**src/rtl/mctrl_pkg.sv**
```systemverilog
// Shared types and encodings for the multicycle ARM-subset controller:
// FSM states, ALU operation codes, mux encodings and condition codes.
package mctrl_pkg;

  typedef enum logic [3:0] {
    S_FETCH,
    S_DECODE,
    S_MEMADR,
    S_MEMRD,
    S_MEMWB,
    S_MEMWR,
    S_EXECR,
    S_EXECI,
    S_ALUWB,
    S_BRANCH,
    S_UNDEF
  } state_t;

  localparam logic [2:0] ALU_ADD = 3'b000;
  localparam logic [2:0] ALU_SUB = 3'b001;
  localparam logic [2:0] ALU_AND = 3'b010;
  localparam logic [2:0] ALU_ORR = 3'b011;
  localparam logic [2:0] ALU_EOR = 3'b100;
  localparam logic [2:0] ALU_MOV = 3'b101;

  localparam logic [1:0] RES_ALUOUT    = 2'b00;
  localparam logic [1:0] RES_DATA      = 2'b01;
  localparam logic [1:0] RES_ALURESULT = 2'b10;

  localparam logic [1:0] SRCB_REG  = 2'b00;
  localparam logic [1:0] SRCB_IMM  = 2'b01;
  localparam logic [1:0] SRCB_FOUR = 2'b10;

  localparam logic [3:0] CMD_AND = 4'b0000;
  localparam logic [3:0] CMD_EOR = 4'b0001;
  localparam logic [3:0] CMD_SUB = 4'b0010;
  localparam logic [3:0] CMD_ADD = 4'b0100;
  localparam logic [3:0] CMD_CMP = 4'b1010;
  localparam logic [3:0] CMD_ORR = 4'b1100;
  localparam logic [3:0] CMD_MOV = 4'b1101;

  localparam logic [3:0] COND_EQ = 4'b0000;
  localparam logic [3:0] COND_NE = 4'b0001;
  localparam logic [3:0] COND_CS = 4'b0010;
  localparam logic [3:0] COND_CC = 4'b0011;
  localparam logic [3:0] COND_MI = 4'b0100;
  localparam logic [3:0] COND_PL = 4'b0101;
  localparam logic [3:0] COND_VS = 4'b0110;
  localparam logic [3:0] COND_VC = 4'b0111;
  localparam logic [3:0] COND_HI = 4'b1000;
  localparam logic [3:0] COND_LS = 4'b1001;
  localparam logic [3:0] COND_GE = 4'b1010;
  localparam logic [3:0] COND_LT = 4'b1011;
  localparam logic [3:0] COND_GT = 4'b1100;
  localparam logic [3:0] COND_LE = 4'b1101;
  localparam logic [3:0] COND_AL = 4'b1110;

  // nzcv is {N, Z, C, V}; the reserved code 1111 never executes.
  function automatic logic cond_eval(input logic [3:0] cond, input logic [3:0] nzcv);
    logic n, z, c, v;
    logic r;
    {n, z, c, v} = nzcv;
    case (cond)
      COND_EQ: r = z;
      COND_NE: r = ~z;
      COND_CS: r = c;
      COND_CC: r = ~c;
      COND_MI: r = n;
      COND_PL: r = ~n;
      COND_VS: r = v;
      COND_VC: r = ~v;
      COND_HI: r = c & ~z;
      COND_LS: r = ~c | z;
      COND_GE: r = (n == v);
      COND_LT: r = (n != v);
      COND_GT: r = ~z & (n == v);
      COND_LE: r = z | (n != v);
      COND_AL: r = 1'b1;
      default: r = 1'b0;
    endcase
    return r;
  endfunction

endpackage

```
**src/rtl/mctrl_if.sv**
```systemverilog
// Controller <-> datapath bundle: instruction fields and ALU flags in,
// mux selects, enables and ALU operation out.
interface mctrl_if #(
  parameter int unsigned ALUCTRL_W = 2
);
  logic [19:0]          Instr;
  logic [3:0]           ALUFlags;
  logic                 PCWrite;
  logic                 AdrSrc;
  logic                 MemWrite;
  logic                 IRWrite;
  logic                 RegWrite;
  logic [1:0]           ResultSrc;
  logic                 ALUSrcA;
  logic [1:0]           ALUSrcB;
  logic [1:0]           ImmSrc;
  logic [1:0]           RegSrc;
  logic [ALUCTRL_W-1:0] ALUControl;

  modport master (
    input  Instr, ALUFlags,
    output PCWrite, AdrSrc, MemWrite, IRWrite, RegWrite, ResultSrc,
           ALUSrcA, ALUSrcB, ImmSrc, RegSrc, ALUControl
  );

  modport slave (
    output Instr, ALUFlags,
    input  PCWrite, AdrSrc, MemWrite, IRWrite, RegWrite, ResultSrc,
           ALUSrcA, ALUSrcB, ImmSrc, RegSrc, ALUControl
  );
endinterface

```
**src/rtl/mctrl_condlogic.sv**
```systemverilog
// NZCV flag register, condition evaluation latched as cond_q in DECODE,
// and the gating of PC, register-file and memory writes.
module mctrl_condlogic
  import mctrl_pkg::*;
(
  input  logic       clk,
  input  logic       reset,
  input  logic [3:0] i_cond,
  input  logic [3:0] i_alu_flags,
  input  logic       i_cond_latch,
  input  logic       i_flag_w_nz,
  input  logic       i_flag_w_cv,
  input  logic       i_fetch,
  input  logic       i_branch,
  input  logic       i_regw,
  input  logic       i_memw,
  input  logic       i_rd_pc,
  output logic       o_pc_write,
  output logic       o_reg_write,
  output logic       o_mem_write
);

  logic [3:0] r_flags;
  logic       r_cond_q;
  logic       w_pcs;

  always_ff @(posedge clk or posedge reset) begin
    if (reset) begin
      r_flags  <= '0;
      r_cond_q <= 1'b0;
    end else begin
      if (i_cond_latch) r_cond_q <= cond_eval(i_cond, r_flags);
      if (i_flag_w_nz & r_cond_q) r_flags[3:2] <= i_alu_flags[3:2];
      if (i_flag_w_cv & r_cond_q) r_flags[1:0] <= i_alu_flags[1:0];
    end
  end

  // A write to R15 is a PC write, so it displaces the register write.
  always_comb begin
    w_pcs       = i_branch | (i_regw & i_rd_pc);
    o_pc_write  = i_fetch | (w_pcs & r_cond_q);
    o_reg_write = i_regw & r_cond_q & ~w_pcs;
    o_mem_write = i_memw & r_cond_q;
  end

endmodule

```
**src/rtl/multicycle_controller.sv**
```systemverilog
// Multicycle ARM-subset control unit: instruction decoder and Moore FSM.
// Define MCTRL_CMP_EN to decode cmd 1010 as CMP; otherwise it is undefined.
module multicycle_controller
  import mctrl_pkg::*;
#(
  parameter int unsigned ALUCTRL_W = 2
) (
  input  logic      clk,
  input  logic      reset,
  mctrl_if.master   bus
);

  localparam bit EXT_OPS = (ALUCTRL_W >= 3);

  state_t r_state, w_next;

  logic [3:0] w_cond;
  logic [1:0] w_op;
  logic [5:0] w_funct;
  logic [3:0] w_rd;
  logic [3:0] w_cmd;
  logic       w_unused_rn;

  logic [2:0] w_dp_op;
  logic       w_dp_ok;
  logic       w_arith;
  logic       w_nowrite;
  logic       w_flag_s;

  logic       w_irwrite;
  logic       w_adrsrc;
  logic       w_alusrca;
  logic [1:0] w_alusrcb;
  logic [1:0] w_resultsrc;
  logic [2:0] w_aluop;
  logic       w_fetch;
  logic       w_branch;
  logic       w_regw;
  logic       w_memw;
  logic       w_cond_latch;
  logic       w_flag_nz;
  logic       w_flag_cv;

  assign w_cond      = bus.Instr[19:16];
  assign w_op        = bus.Instr[15:14];
  assign w_funct     = bus.Instr[13:8];
  assign w_rd        = bus.Instr[3:0];
  assign w_cmd       = w_funct[4:1];
  assign w_unused_rn = ^bus.Instr[7:4];

  always_comb begin
    w_dp_op   = ALU_ADD;
    w_dp_ok   = 1'b1;
    w_arith   = 1'b0;
    w_nowrite = 1'b0;
    case (w_cmd)
      CMD_ADD: begin w_dp_op = ALU_ADD; w_arith = 1'b1; end
      CMD_SUB: begin w_dp_op = ALU_SUB; w_arith = 1'b1; end
      CMD_AND: w_dp_op = ALU_AND;
      CMD_ORR: w_dp_op = ALU_ORR;
      CMD_EOR: begin w_dp_op = ALU_EOR; w_dp_ok = EXT_OPS; end
      CMD_MOV: begin w_dp_op = ALU_MOV; w_dp_ok = EXT_OPS; end
      CMD_CMP: begin
`ifdef MCTRL_CMP_EN
        w_dp_op   = ALU_SUB;
        w_arith   = 1'b1;
        w_nowrite = 1'b1;
`else
        w_dp_ok   = 1'b0;
`endif
      end
      default: w_dp_ok = 1'b0;
    endcase
    w_flag_s = w_funct[0] | w_nowrite;
  end

  always_ff @(posedge clk or posedge reset) begin
    if (reset) r_state <= S_FETCH;
    else       r_state <= w_next;
  end

  always_comb begin
    w_next       = r_state;
    w_irwrite    = 1'b0;
    w_adrsrc     = 1'b0;
    w_alusrca    = 1'b0;
    w_alusrcb    = SRCB_REG;
    w_resultsrc  = RES_ALUOUT;
    w_aluop      = ALU_ADD;
    w_fetch      = 1'b0;
    w_branch     = 1'b0;
    w_regw       = 1'b0;
    w_memw       = 1'b0;
    w_cond_latch = 1'b0;
    w_flag_nz    = 1'b0;
    w_flag_cv    = 1'b0;
    case (r_state)
      S_FETCH: begin
        w_next      = S_DECODE;
        w_irwrite   = 1'b1;
        w_alusrca   = 1'b1;
        w_alusrcb   = SRCB_FOUR;
        w_resultsrc = RES_ALURESULT;
        w_fetch     = 1'b1;
      end
      S_DECODE: begin
        w_alusrca    = 1'b1;
        w_alusrcb    = SRCB_FOUR;
        w_resultsrc  = RES_ALURESULT;
        w_cond_latch = 1'b1;
        case (w_op)
          2'b00:   w_next = !w_dp_ok ? S_UNDEF : (w_funct[5] ? S_EXECI : S_EXECR);
          2'b01:   w_next = S_MEMADR;
          2'b10:   w_next = S_BRANCH;
          default: w_next = S_UNDEF;
        endcase
      end
      S_MEMADR: begin
        w_alusrcb = SRCB_IMM;
        w_aluop   = w_funct[3] ? ALU_ADD : ALU_SUB;
        w_next    = w_funct[0] ? S_MEMRD : S_MEMWR;
      end
      S_MEMRD: begin
        w_adrsrc = 1'b1;
        w_next   = S_MEMWB;
      end
      S_MEMWB: begin
        w_resultsrc = RES_DATA;
        w_regw      = 1'b1;
        w_next      = S_FETCH;
      end
      S_MEMWR: begin
        w_adrsrc = 1'b1;
        w_memw   = 1'b1;
        w_next   = S_FETCH;
      end
      S_EXECR, S_EXECI: begin
        w_alusrcb = (r_state == S_EXECI) ? SRCB_IMM : SRCB_REG;
        w_aluop   = w_dp_op;
        w_flag_nz = w_flag_s;
        w_flag_cv = w_flag_s & w_arith;
        w_next    = w_nowrite ? S_FETCH : S_ALUWB;
      end
      S_ALUWB: begin
        w_resultsrc = RES_ALUOUT;
        w_regw      = 1'b1;
        w_next      = S_FETCH;
      end
      S_BRANCH: begin
        w_alusrcb   = SRCB_IMM;
        w_resultsrc = RES_ALURESULT;
        w_branch    = 1'b1;
        w_next      = S_FETCH;
      end
      S_UNDEF: w_next = S_FETCH;
      default: w_next = S_FETCH;
    endcase
  end

  mctrl_condlogic u_cond (
    .clk          (clk),
    .reset        (reset),
    .i_cond       (w_cond),
    .i_alu_flags  (bus.ALUFlags),
    .i_cond_latch (w_cond_latch),
    .i_flag_w_nz  (w_flag_nz),
    .i_flag_w_cv  (w_flag_cv),
    .i_fetch      (w_fetch),
    .i_branch     (w_branch),
    .i_regw       (w_regw),
    .i_memw       (w_memw),
    .i_rd_pc      (w_rd == 4'hF),
    .o_pc_write   (bus.PCWrite),
    .o_reg_write  (bus.RegWrite),
    .o_mem_write  (bus.MemWrite)
  );

  assign bus.IRWrite    = w_irwrite;
  assign bus.AdrSrc     = w_adrsrc;
  assign bus.ResultSrc  = w_resultsrc;
  assign bus.ALUSrcA    = w_alusrca;
  assign bus.ALUSrcB    = w_alusrcb;
  assign bus.ALUControl = w_aluop[ALUCTRL_W-1:0];
  assign bus.ImmSrc     = w_funct[5:4];
  assign bus.RegSrc     = {w_op == 2'b01, w_op == 2'b10};

endmodule

```
**src/flat_wrapper.sv**
```systemverilog
// flat-port wrapper written by rule: the top's interface ports become plain ports
module multicycle_controller_flat import mctrl_pkg::*;
#(
  parameter int unsigned ALUCTRL_W = 2
)
  (clk, reset, bus_Instr, bus_ALUFlags, bus_PCWrite, bus_AdrSrc, bus_MemWrite, bus_IRWrite, bus_RegWrite, bus_ResultSrc, bus_ALUSrcA, bus_ALUSrcB, bus_ImmSrc, bus_RegSrc, bus_ALUControl);
  mctrl_if #(.ALUCTRL_W(ALUCTRL_W)) bus_i ();
  input  logic clk;
  input  logic reset;
  input wire logic [$bits(bus_i.Instr)-1:0] bus_Instr;
  input wire logic [$bits(bus_i.ALUFlags)-1:0] bus_ALUFlags;
  output wire logic [$bits(bus_i.PCWrite)-1:0] bus_PCWrite;
  output wire logic [$bits(bus_i.AdrSrc)-1:0] bus_AdrSrc;
  output wire logic [$bits(bus_i.MemWrite)-1:0] bus_MemWrite;
  output wire logic [$bits(bus_i.IRWrite)-1:0] bus_IRWrite;
  output wire logic [$bits(bus_i.RegWrite)-1:0] bus_RegWrite;
  output wire logic [$bits(bus_i.ResultSrc)-1:0] bus_ResultSrc;
  output wire logic [$bits(bus_i.ALUSrcA)-1:0] bus_ALUSrcA;
  output wire logic [$bits(bus_i.ALUSrcB)-1:0] bus_ALUSrcB;
  output wire logic [$bits(bus_i.ImmSrc)-1:0] bus_ImmSrc;
  output wire logic [$bits(bus_i.RegSrc)-1:0] bus_RegSrc;
  output wire logic [$bits(bus_i.ALUControl)-1:0] bus_ALUControl;
  assign bus_i.Instr = bus_Instr;
  assign bus_i.ALUFlags = bus_ALUFlags;
  assign bus_PCWrite = bus_i.PCWrite;
  assign bus_AdrSrc = bus_i.AdrSrc;
  assign bus_MemWrite = bus_i.MemWrite;
  assign bus_IRWrite = bus_i.IRWrite;
  assign bus_RegWrite = bus_i.RegWrite;
  assign bus_ResultSrc = bus_i.ResultSrc;
  assign bus_ALUSrcA = bus_i.ALUSrcA;
  assign bus_ALUSrcB = bus_i.ALUSrcB;
  assign bus_ImmSrc = bus_i.ImmSrc;
  assign bus_RegSrc = bus_i.RegSrc;
  assign bus_ALUControl = bus_i.ALUControl;
  multicycle_controller #(.ALUCTRL_W(ALUCTRL_W)) u_core (.clk(clk), .reset(reset), .bus(bus_i));
endmodule
```
**config.mk**
```make
export PLATFORM = sky130hd
export DESIGN_NAME = multicycle_controller_flat
export DESIGN_NICKNAME = d
export VERILOG_FILES = /design/src/rtl/mctrl_pkg.sv /design/src/rtl/mctrl_if.sv /design/src/rtl/mctrl_condlogic.sv /design/src/rtl/multicycle_controller.sv /design/src/flat_wrapper.sv
export SDC_FILE = /design/constraint.sdc
export NUM_CORES = 1
export LEC_CHECK = 0
export CAP_MARGIN = 0
export CELL_PAD_IN_SITES_DETAIL_PLACEMENT = 0
export CELL_PAD_IN_SITES_GLOBAL_PLACEMENT = 2
export CORE_ASPECT_RATIO = 0.75
export CORE_MARGIN = 10
export CORE_UTILIZATION = 19
export DETAILED_ROUTE_END_ITERATION = 10
export GPL_ROUTABILITY_DRIVEN = 0
export PLACE_DENSITY = 0.78
export SYNTH_ARGS = -nofsm -noshare
export SYNTH_HDL_FRONTEND = slang
export SYNTH_SLANG_ARGS = --single-unit
export TNS_END_PERCENT = 1
```
**constraint.sdc**
```tcl
create_clock -name clk -period 1.75 [get_ports clk]
set_input_delay 0.4375 -clock clk [delete_from_list [all_inputs] [get_ports clk]]
set_output_delay 0.4375 -clock clk [all_outputs]
set_load 0.01 [all_outputs]
```
==> results of run 1 <==
[timing repair]
item	in CTS	in global routing
pin swaps	3	6
buffers inserted	1	0
setup endpoints to repair	17	14
gates resized for setup	77	17
[path summary, 6_finish.rpt]
| path | to | cells past startpoint | slack [ns] |
|---|---|---|---|
| setup reg to reg | u_core.u_cond.r_flags[0]$_DFFE_PP0P_ | 5 | 0.10 |
| min in group clk | u_core.u_cond.r_flags[1]$_DFFE_PP0P_ | 1 | 0.52 |
| hold reg to reg | u_core.u_cond.r_flags[1]$_DFFE_PP0P_ | 1 | 0.52 |
| max in group asynchronous | u_core.r_state[3]$_DFF_PP0_ | 2 | 1.01 |
| setup / recovery | bus_ALUControl[0] | 6 | -0.18 |
| hold / removal | u_core.u_cond.r_cond_q$_DFFE_PP0P_ | 2 | 0.47 |
[synth_stat cells (all sizes together) (2+ instances only)]
master	number
o22ai	2
dfrtp	9
nand2	7
and2	2
buf	9
nor4	3
clkbuf	2
xor2	3
nor2	9
nand4	3
nor2b	4
inv	5
xnor2	5
mux2	4
a22oi	2
mux2i	4
a31oi	4
a21oi	3
o21ai	2
and3b	2
and3	3
nor3	7
[report_power, final]
part / switching [mW] / internal, mW
logic: 0.649 / 0.757
clock network: 0.0780 / 0.158
registers: 0.131 / 0.297
[flip-flops by register name (all words and copies together), names as in the netlist]
signal	flops
u_core.u_cond.r_cond_q	1
u_core.u_cond.r_flags	4
u_core.r_state	4
[cell families after synthesis]
family | count (synthesis) | synth area share
and+or+nand+nor | 46 | 0.320
buffers and inverters | 16 | 0.0990
xor gates and xnor gates | 8 | 0.0815
DFF | 9 | 0.262
AOI/OAI and AO/OA | 18 | 0.138
muxes | 8 | 0.0990
[layer usage]
metal / global-route usage / vias to the layer above / wire, um
li1: - / 500 / -
met1: 0.0926 / 453 / 1410
met2: 0.120 / 43 / 1340
met3: 0.0227 / 4 / 178
met4: 0.0304 / 0 / 42
met5: 0 / - / 0
[area by class of cell]
cell class / instances / area (sq um)
multi-input cells: 80 / 621
flip-flops and latches: 9 / 228
clock buffers: 4 / 45.0
inverters: 5 / 18.8
repair buffers: 70 / 586
well taps: 57 / 71.3
fillers: 474 / 2850
[stage by stage]
stage	power, mW	util	hold WS (ns)	TNS, ns
global route	2.24	0.355	0.509	-1.14
detailed placement	1.81	0.334	0.511	-5.62
finish	2.07	0.355	0.469	-0.589
global placement	1.79	0.334	0.505	-5.29
floorplan	1.08	-	0.265	-0.0516
CTS	2.01	0.343	0.479	-0.936
==> impl_summary.log, run 1 <==
INFO  metric status = complete, but fails checks
INFO  metric violated_checks = setup timing
INFO  metric clock_skew = 0.00227 ns
INFO  metric crit_fanout = 2
INFO  metric grtUsageTotal = 0.0752
INFO  metric num_rows = 21
INFO  metric global_route_wire_length_before_repair = 4.91 mm
INFO  metric mostFrequentLayoutCell = sky130_fd_sc_hd__buf_4
INFO  metric placement.cell_area = about 1500 sq um
INFO  metric drt.antenna.violating_nets = 0
INFO  metric drc = 0
INFO  metric area_growth_syn_to_layout = 82.5%
INFO  metric slew-limit-headroom = 0.776
INFO  metric grt_setup_unrepaired = true
INFO  metric synth.cell_area = 860 sq um
INFO  metric io_pins = 42
INFO  metric crit_required = 1.31 ns
INFO  metric clock_buffer_count_from_cts = 3
INFO  metric dr.first_iter.drc_count = between 60 and 70
INFO  metric peakVddDrop = just over 0.7 mV
INFO  metric vias_per_cell = 4.44
INFO  metric detail_route.wirelength = 2.97 mm
INFO  metric crit_path_max_delay_family = simple AND/OR/NAND/NOR gates
INFO  metric arrival_worst_endpoint = 1.49 ns
INFO  metric yosys_register_bits = 9
INFO  metric num_antenna_cells = 0
INFO  metric layout.nets = 195
INFO  metric clk_pin_slew_worst_paths = 0.04 ns
INFO  metric critical_path_cell_by_cell = buf_6 -> or4b_4 -> o21ai_2 -> a21oi_2 -> nor3_2 -> buf_2
INFO  metric worst-path-buf-inv = 2
INFO  metric dp_hpwl = ~2.5 mm
INFO  metric route.detailed.wl_per_inst = 13.2 um
INFO  metric synthesis.nets = 131
INFO  metric final_hold_violation_count = 0
INFO  metric grt_pass1_vias = 1036
INFO  metric clock_tree_from_tritoncts = built
INFO  metric clock_latency = 0.23 ns
INFO  metric cts.root.buffer_cell = sky130_fd_sc_hd__clkbuf_8
INFO  metric maxCapViolCount = 0
INFO  metric setup_violations = 6
INFO  metric crit-reg2reg-launch = u_core.r_state[2]$_DFF_PP0_
INFO  metric post-place-cells = 220
INFO  metric dr_total_vias = 1000
INFO  metric timing.critical_path.slowest_stage_cell = sky130_fd_sc_hd__or4b_4
INFO  metric critPathKind = input port to primary output
INFO  metric port_buffers = 37
INFO  metric dieHeight = 78.3 um
INFO  metric cellPowerDensity = 1320 nW/um^2
INFO  metric critPathLaunch = bus_Instr[12]
INFO  metric coreArea = 4410 sq um
INFO  metric critical-path-max-stage-delay = 0.52 ns
INFO  metric layoutNonFillerInstCount = 225
INFO  metric clkSinkCount = 9
INFO  metric synth_enable_flop_cells = 0
INFO  metric largest_net_degree_at_the_start_of_global_routing = 10
INFO  metric synth_top_area_cell = sky130_fd_sc_hd__dfrtp_1
INFO  metric drtPass1Iterations = 4
INFO  metric hold_buffers = 0
INFO  metric max_slew.worst_pin.slew = about 0.34 ns
INFO  metric ctsLongestPathBuffers = 2
INFO  metric final.setup.worst_slack = -0.181 ns
INFO  metric post_synthesis_average_cell_area = just over 8 sq um
INFO  metric stdcell_area = 1570 sq um
INFO  metric ys_types = 41
INFO  metric die_w = 97.7 um
INFO  metric achievable-frequency = 0.518 GHz
INFO  metric gr-total-overflow = 0
INFO  metric ys_async_rst_share = 1.00
INFO  metric fin_crit_sh = 1.10
INFO  metric overall_die_area = 7640 sq um
INFO  metric synthDominantCellAreaShare = 0.262
INFO  metric synth-seq-area-share = 0.262
INFO  metric crit_path_start_kind = input port
INFO  metric yosys_warnings = 0
INFO  metric initial_core_util = 0.195
INFO  metric setup.worst_path.end_class = primary output
INFO  metric synth.top_cells.by_area = sky130_fd_sc_hd__dfrtp_1, sky130_fd_sc_hd__xnor2_1, sky130_fd_sc_hd__mux2i_1
INFO  metric p_leak = 0.774 nW
INFO  metric place_ws = -0.972 ns
INFO  metric finalCriticalPeriod = 1.93 ns
INFO  metric syn_inst = about 110
INFO  metric final_cell_mix = sky130_fd_sc_hd__buf_4, sky130_fd_sc_hd__clkdlybuf4s50_1, sky130_fd_sc_hd__buf_2
INFO  metric synth-main-ff-cell = sky130_fd_sc_hd__dfrtp_1
INFO  metric drive_gt1_frac = 0.458
INFO  metric hold_class = input port to async pin
INFO  metric finalMaxSlewViolations = 0
INFO  metric ctsHtreeMaxLevel = 1
INFO  metric initial_antenna_violation_count = 0
Power figures use the tool's default switching activity.
==> run 2: changes to the inputs <==
--- a/config.mk
+++ b/config.mk
@@ -11,6 +11,7 @@
 export CORE_ASPECT_RATIO = 0.75
 export CORE_MARGIN = 10
 export CORE_UTILIZATION = 19
+export CTS_BUF_LIST = sky130_fd_sc_hd__clkbuf_16
 export DETAILED_ROUTE_END_ITERATION = 10
 export GPL_ROUTABILITY_DRIVEN = 0
 export PLACE_DENSITY = 0.78
==> impl_summary.log, run 2 (synthesis gave the netlist of run 1 again) <==
INFO  metric status = complete, but fails checks (unchanged)
INFO  metric violated_checks = setup timing (unchanged)
INFO  metric crit_path_max_delay_family = simple AND/OR/NAND/NOR gates (unchanged)
INFO  metric critPathKind = input port to primary output (unchanged)
INFO  metric finalMaxSlewViolations = 0 (unchanged)
INFO  metric io_pins = 42 (unchanged)
INFO  metric coreArea = 4410 sq um (unchanged)
INFO  metric vias_per_cell = 4.43 (was 4.44)
INFO  metric clock_tree_from_tritoncts = built (unchanged)
INFO  metric critical_path_cell_by_cell = buf_6 -> or4b_4 -> o21ai_2 -> a21oi_2 -> nor3_2 -> buf_2 (unchanged)
INFO  metric combinationalPowerShare = 0.635 (was 0.679)
INFO  metric post-place-cells = 220 (unchanged)
INFO  metric slew-limit-headroom = 0.776 (about the same)
INFO  metric num_rows = 21 (unchanged)
INFO  metric power.net_switching = 0.903 mW (was 0.858 mW)
INFO  metric worst-path-buf-inv = 2 (unchanged)
INFO  metric final.setup.worst_slack = -0.180 ns (was -0.181 ns)
INFO  metric timing.critical_path.slowest_stage_cell = sky130_fd_sc_hd__or4b_4 (unchanged)
INFO  metric ctsHtreeMaxLevel = 1 (unchanged)
INFO  metric gr-total-overflow = 0 (unchanged)
INFO  metric arrival_worst_endpoint = 1.49 ns (about the same)
INFO  metric overall_die_area = 7640 sq um (unchanged)
INFO  metric max_slew.worst_pin.slew = 0.336 ns (about the same)
INFO  metric dr_total_vias = 1002 (was 1000)
INFO  metric largestRegisters = u_core.r_state x4, u_core.u_cond.r_flags x4, u_core.u_cond.r_cond_q x1 (unchanged)
INFO  metric p_leak = 0.801 nW (was 0.774 nW)
INFO  metric switching_share = 0.400 (was 0.415)
INFO  metric largest_net_degree_at_the_start_of_global_routing = 10 (unchanged)
INFO  metric cts.root.buffer_cell = sky130_fd_sc_hd__clkbuf_16 (was sky130_fd_sc_hd__clkbuf_8)
INFO  metric dr.first_iter.drc_count = 63 (was 67)
INFO  metric initial_core_util = 0.195 (unchanged)
INFO  metric layout.nets = 196 (was 195)
INFO  metric dp_hpwl = 2.51 mm (unchanged)
INFO  metric clock_skew = 0.00140 ns (was 0.00227 ns)
INFO  metric clock_buffer_count_from_cts = 3 (unchanged)
INFO  metric final_hold_violation_count = 0 (unchanged)
INFO  metric num_antenna_cells = 0 (unchanged)
INFO  metric clk_pin_slew_worst_paths = 0.04 ns (about the same)
INFO  metric drtPass1Iterations = 4 (unchanged)
INFO  metric setup.worst_path.end_class = primary output (unchanged)
INFO  metric grt_use_met3 = 0.0227 (unchanged)
INFO  metric drc = 0 (unchanged)
INFO  metric drt.antenna.violating_nets = 0 (unchanged)
INFO  metric maxCapViolCount = 0 (unchanged)
INFO  metric port_buffers = 37 (unchanged)
INFO  metric achievable-frequency = 0.518 GHz (about the same)
INFO  metric clkSinkCount = 9 (unchanged)
INFO  metric drive_gt1_frac = 0.473 (was 0.458)
INFO  metric power.share.clock = 0.176 (was 0.114)
INFO  metric placement.cell_area = 1480 sq um (unchanged)
INFO  metric global_route_wire_length_before_repair = 4.97 mm (was 4.91 mm)
INFO  metric peakVddDrop = 0.583 mV (was 0.708 mV)
INFO  metric layoutNonFillerInstCount = 226 (was 225)
INFO  metric critical-path-max-stage-delay = 0.52 ns (about the same)
INFO  metric initial_antenna_violation_count = 0 (unchanged)
INFO  metric use_met2 = 0.122 (was 0.120)
INFO  metric global_route.usage.met1 = 0.0936 (was 0.0926)
INFO  metric crit_path_start_kind = input port (unchanged)
INFO  metric final_cell_mix = sky130_fd_sc_hd__buf_4, sky130_fd_sc_hd__buf_2, sky130_fd_sc_hd__clkdlybuf4s50_1 (was sky130_fd_sc_hd__buf_4, sky130_fd_sc_hd__clkdlybuf4s50_1, sky130_fd_sc_hd__buf_2)
INFO  metric route.detailed.wl_per_inst = 13.5 um (was 13.2 um)
INFO  metric die_w = 97.7 um (unchanged)
INFO  metric fin_crit_sh = 1.10 (about the same)
INFO  metric mostFrequentLayoutCell = sky130_fd_sc_hd__buf_4 (unchanged)
INFO  metric cellInternalPower = 1.36 mW (was 1.21 mW)
INFO  metric dieHeight = 78.3 um (unchanged)
INFO  metric crit_fanout = 2 (unchanged)
INFO  metric setup_violations = 6 (unchanged)
INFO  metric fill_cells = 480 (was 474)
INFO  metric crit_required = 1.31 ns (about the same)
INFO  metric cellPowerDensity = 1400 nW/um^2 (was 1320 nW/um^2)
INFO  metric ctsLongestPathBuffers = 2 (unchanged)
INFO  metric clock_latency = 0.23 ns (about the same)
INFO  metric detail_route.wirelength = 3.06 mm (was 2.97 mm)
INFO  metric grtUsageTotal = 0.0761 (was 0.0752)
INFO  metric grt_pass1_vias = 1051 (was 1036)
INFO  metric place_ws = -0.972 ns (unchanged)
INFO  metric hold_class = input port to async pin (unchanged)
INFO  metric finalCriticalPeriod = 1.93 ns (about the same)
INFO  metric area_growth_syn_to_layout = 87.0% (was 82.5%)
INFO  metric grt_most_used_layer = met2 (unchanged)
INFO  metric seq_power_share = 0.190 (was 0.207)
INFO  metric fin_hold_ws = 0.466 ns (was 0.469 ns)
INFO  metric grt_setup_unrepaired = true (unchanged)
INFO  metric stdcell_area = 1610 sq um (was 1570 sq um)
## run 2: path summary, 6_finish.rpt
path,startpoint,endpoint,slack (ns),cells after the start
max reg2reg,u_core.r_state[3]$_DFF_PP0_,u_core.u_cond.r_flags[0]$_DFFE_PP0P_,0.13,5
max in group asynchronous,reset,u_core.r_state[3]$_DFF_PP0_,1.02,2
min reg2reg,u_core.u_cond.r_flags[1]$_DFFE_PP0P_,u_core.u_cond.r_flags[1]$_DFFE_PP0P_,0.52,1
min in group clk,u_core.u_cond.r_flags[1]$_DFFE_PP0P_,u_core.u_cond.r_flags[1]$_DFFE_PP0P_,0.52,1
min,reset,u_core.u_cond.r_cond_q$_DFFE_PP0P_,0.47,2
max,bus_Instr[12],bus_ALUControl[0],-0.18,6
## run 2: routing by layer
layer  up-vias  wire length (um)
met1       459              1470
met4         0                47
met5         -                 0
li1        504                 -
met2        34              1390
met3         5               152
## run 2: layout make-up
| type | instances | area (sq um) | share of cell area |
|---|---|---|---|
| clock buffers | 3 | 75.1 | 0.0467 |
| well taps | 57 | 71.3 | 0.0444 |
| repair buffers | 71 | 578 | 0.360 |
| inverters | 5 | 18.8 | 0.0117 |
| flip-flops and latches | 9 | 228 | 0.142 |
| clock inverters | 1 | 3.75 | 0.00233 |
| multi-input cells | 80 | 633 | 0.394 |
## run 2: repair_timing
action,CTS,global route
endpoints found under the setup margin,17,16
buffers inserted,2,1
endpoints found under the hold margin,0,0
hold buffers,0,0
pin swaps,3,8
resized for setup,80,21
## run 2: power by group through the flow
stage               Sequential, mW  Combinational (mW)  Clock (mW)
global placement             0.409                1.38           0
global route                 0.447                1.57       0.416
floorplan                    0.354               0.727           0
detailed placement           0.414                1.40           0
CTS                          0.417                1.35       0.403
finish                       0.428                1.43       0.397
## run 2: through the flow
| stage | TNS, ns | utilization | power, mW |
|---|---|---|---|
| 3_5_place_dp | -5.62 | 0.334 | 1.81 |
| 5_1_grt | -1.00 | 0.364 | 2.44 |
| 3_3_place_gp | -5.29 | 0.334 | 1.79 |
| 2_1_floorplan | -0.0516 | - | 1.08 |
| 6_report | -0.532 | 0.364 | 2.26 |
| 4_1_cts | -0.844 | 0.352 | 2.17 |
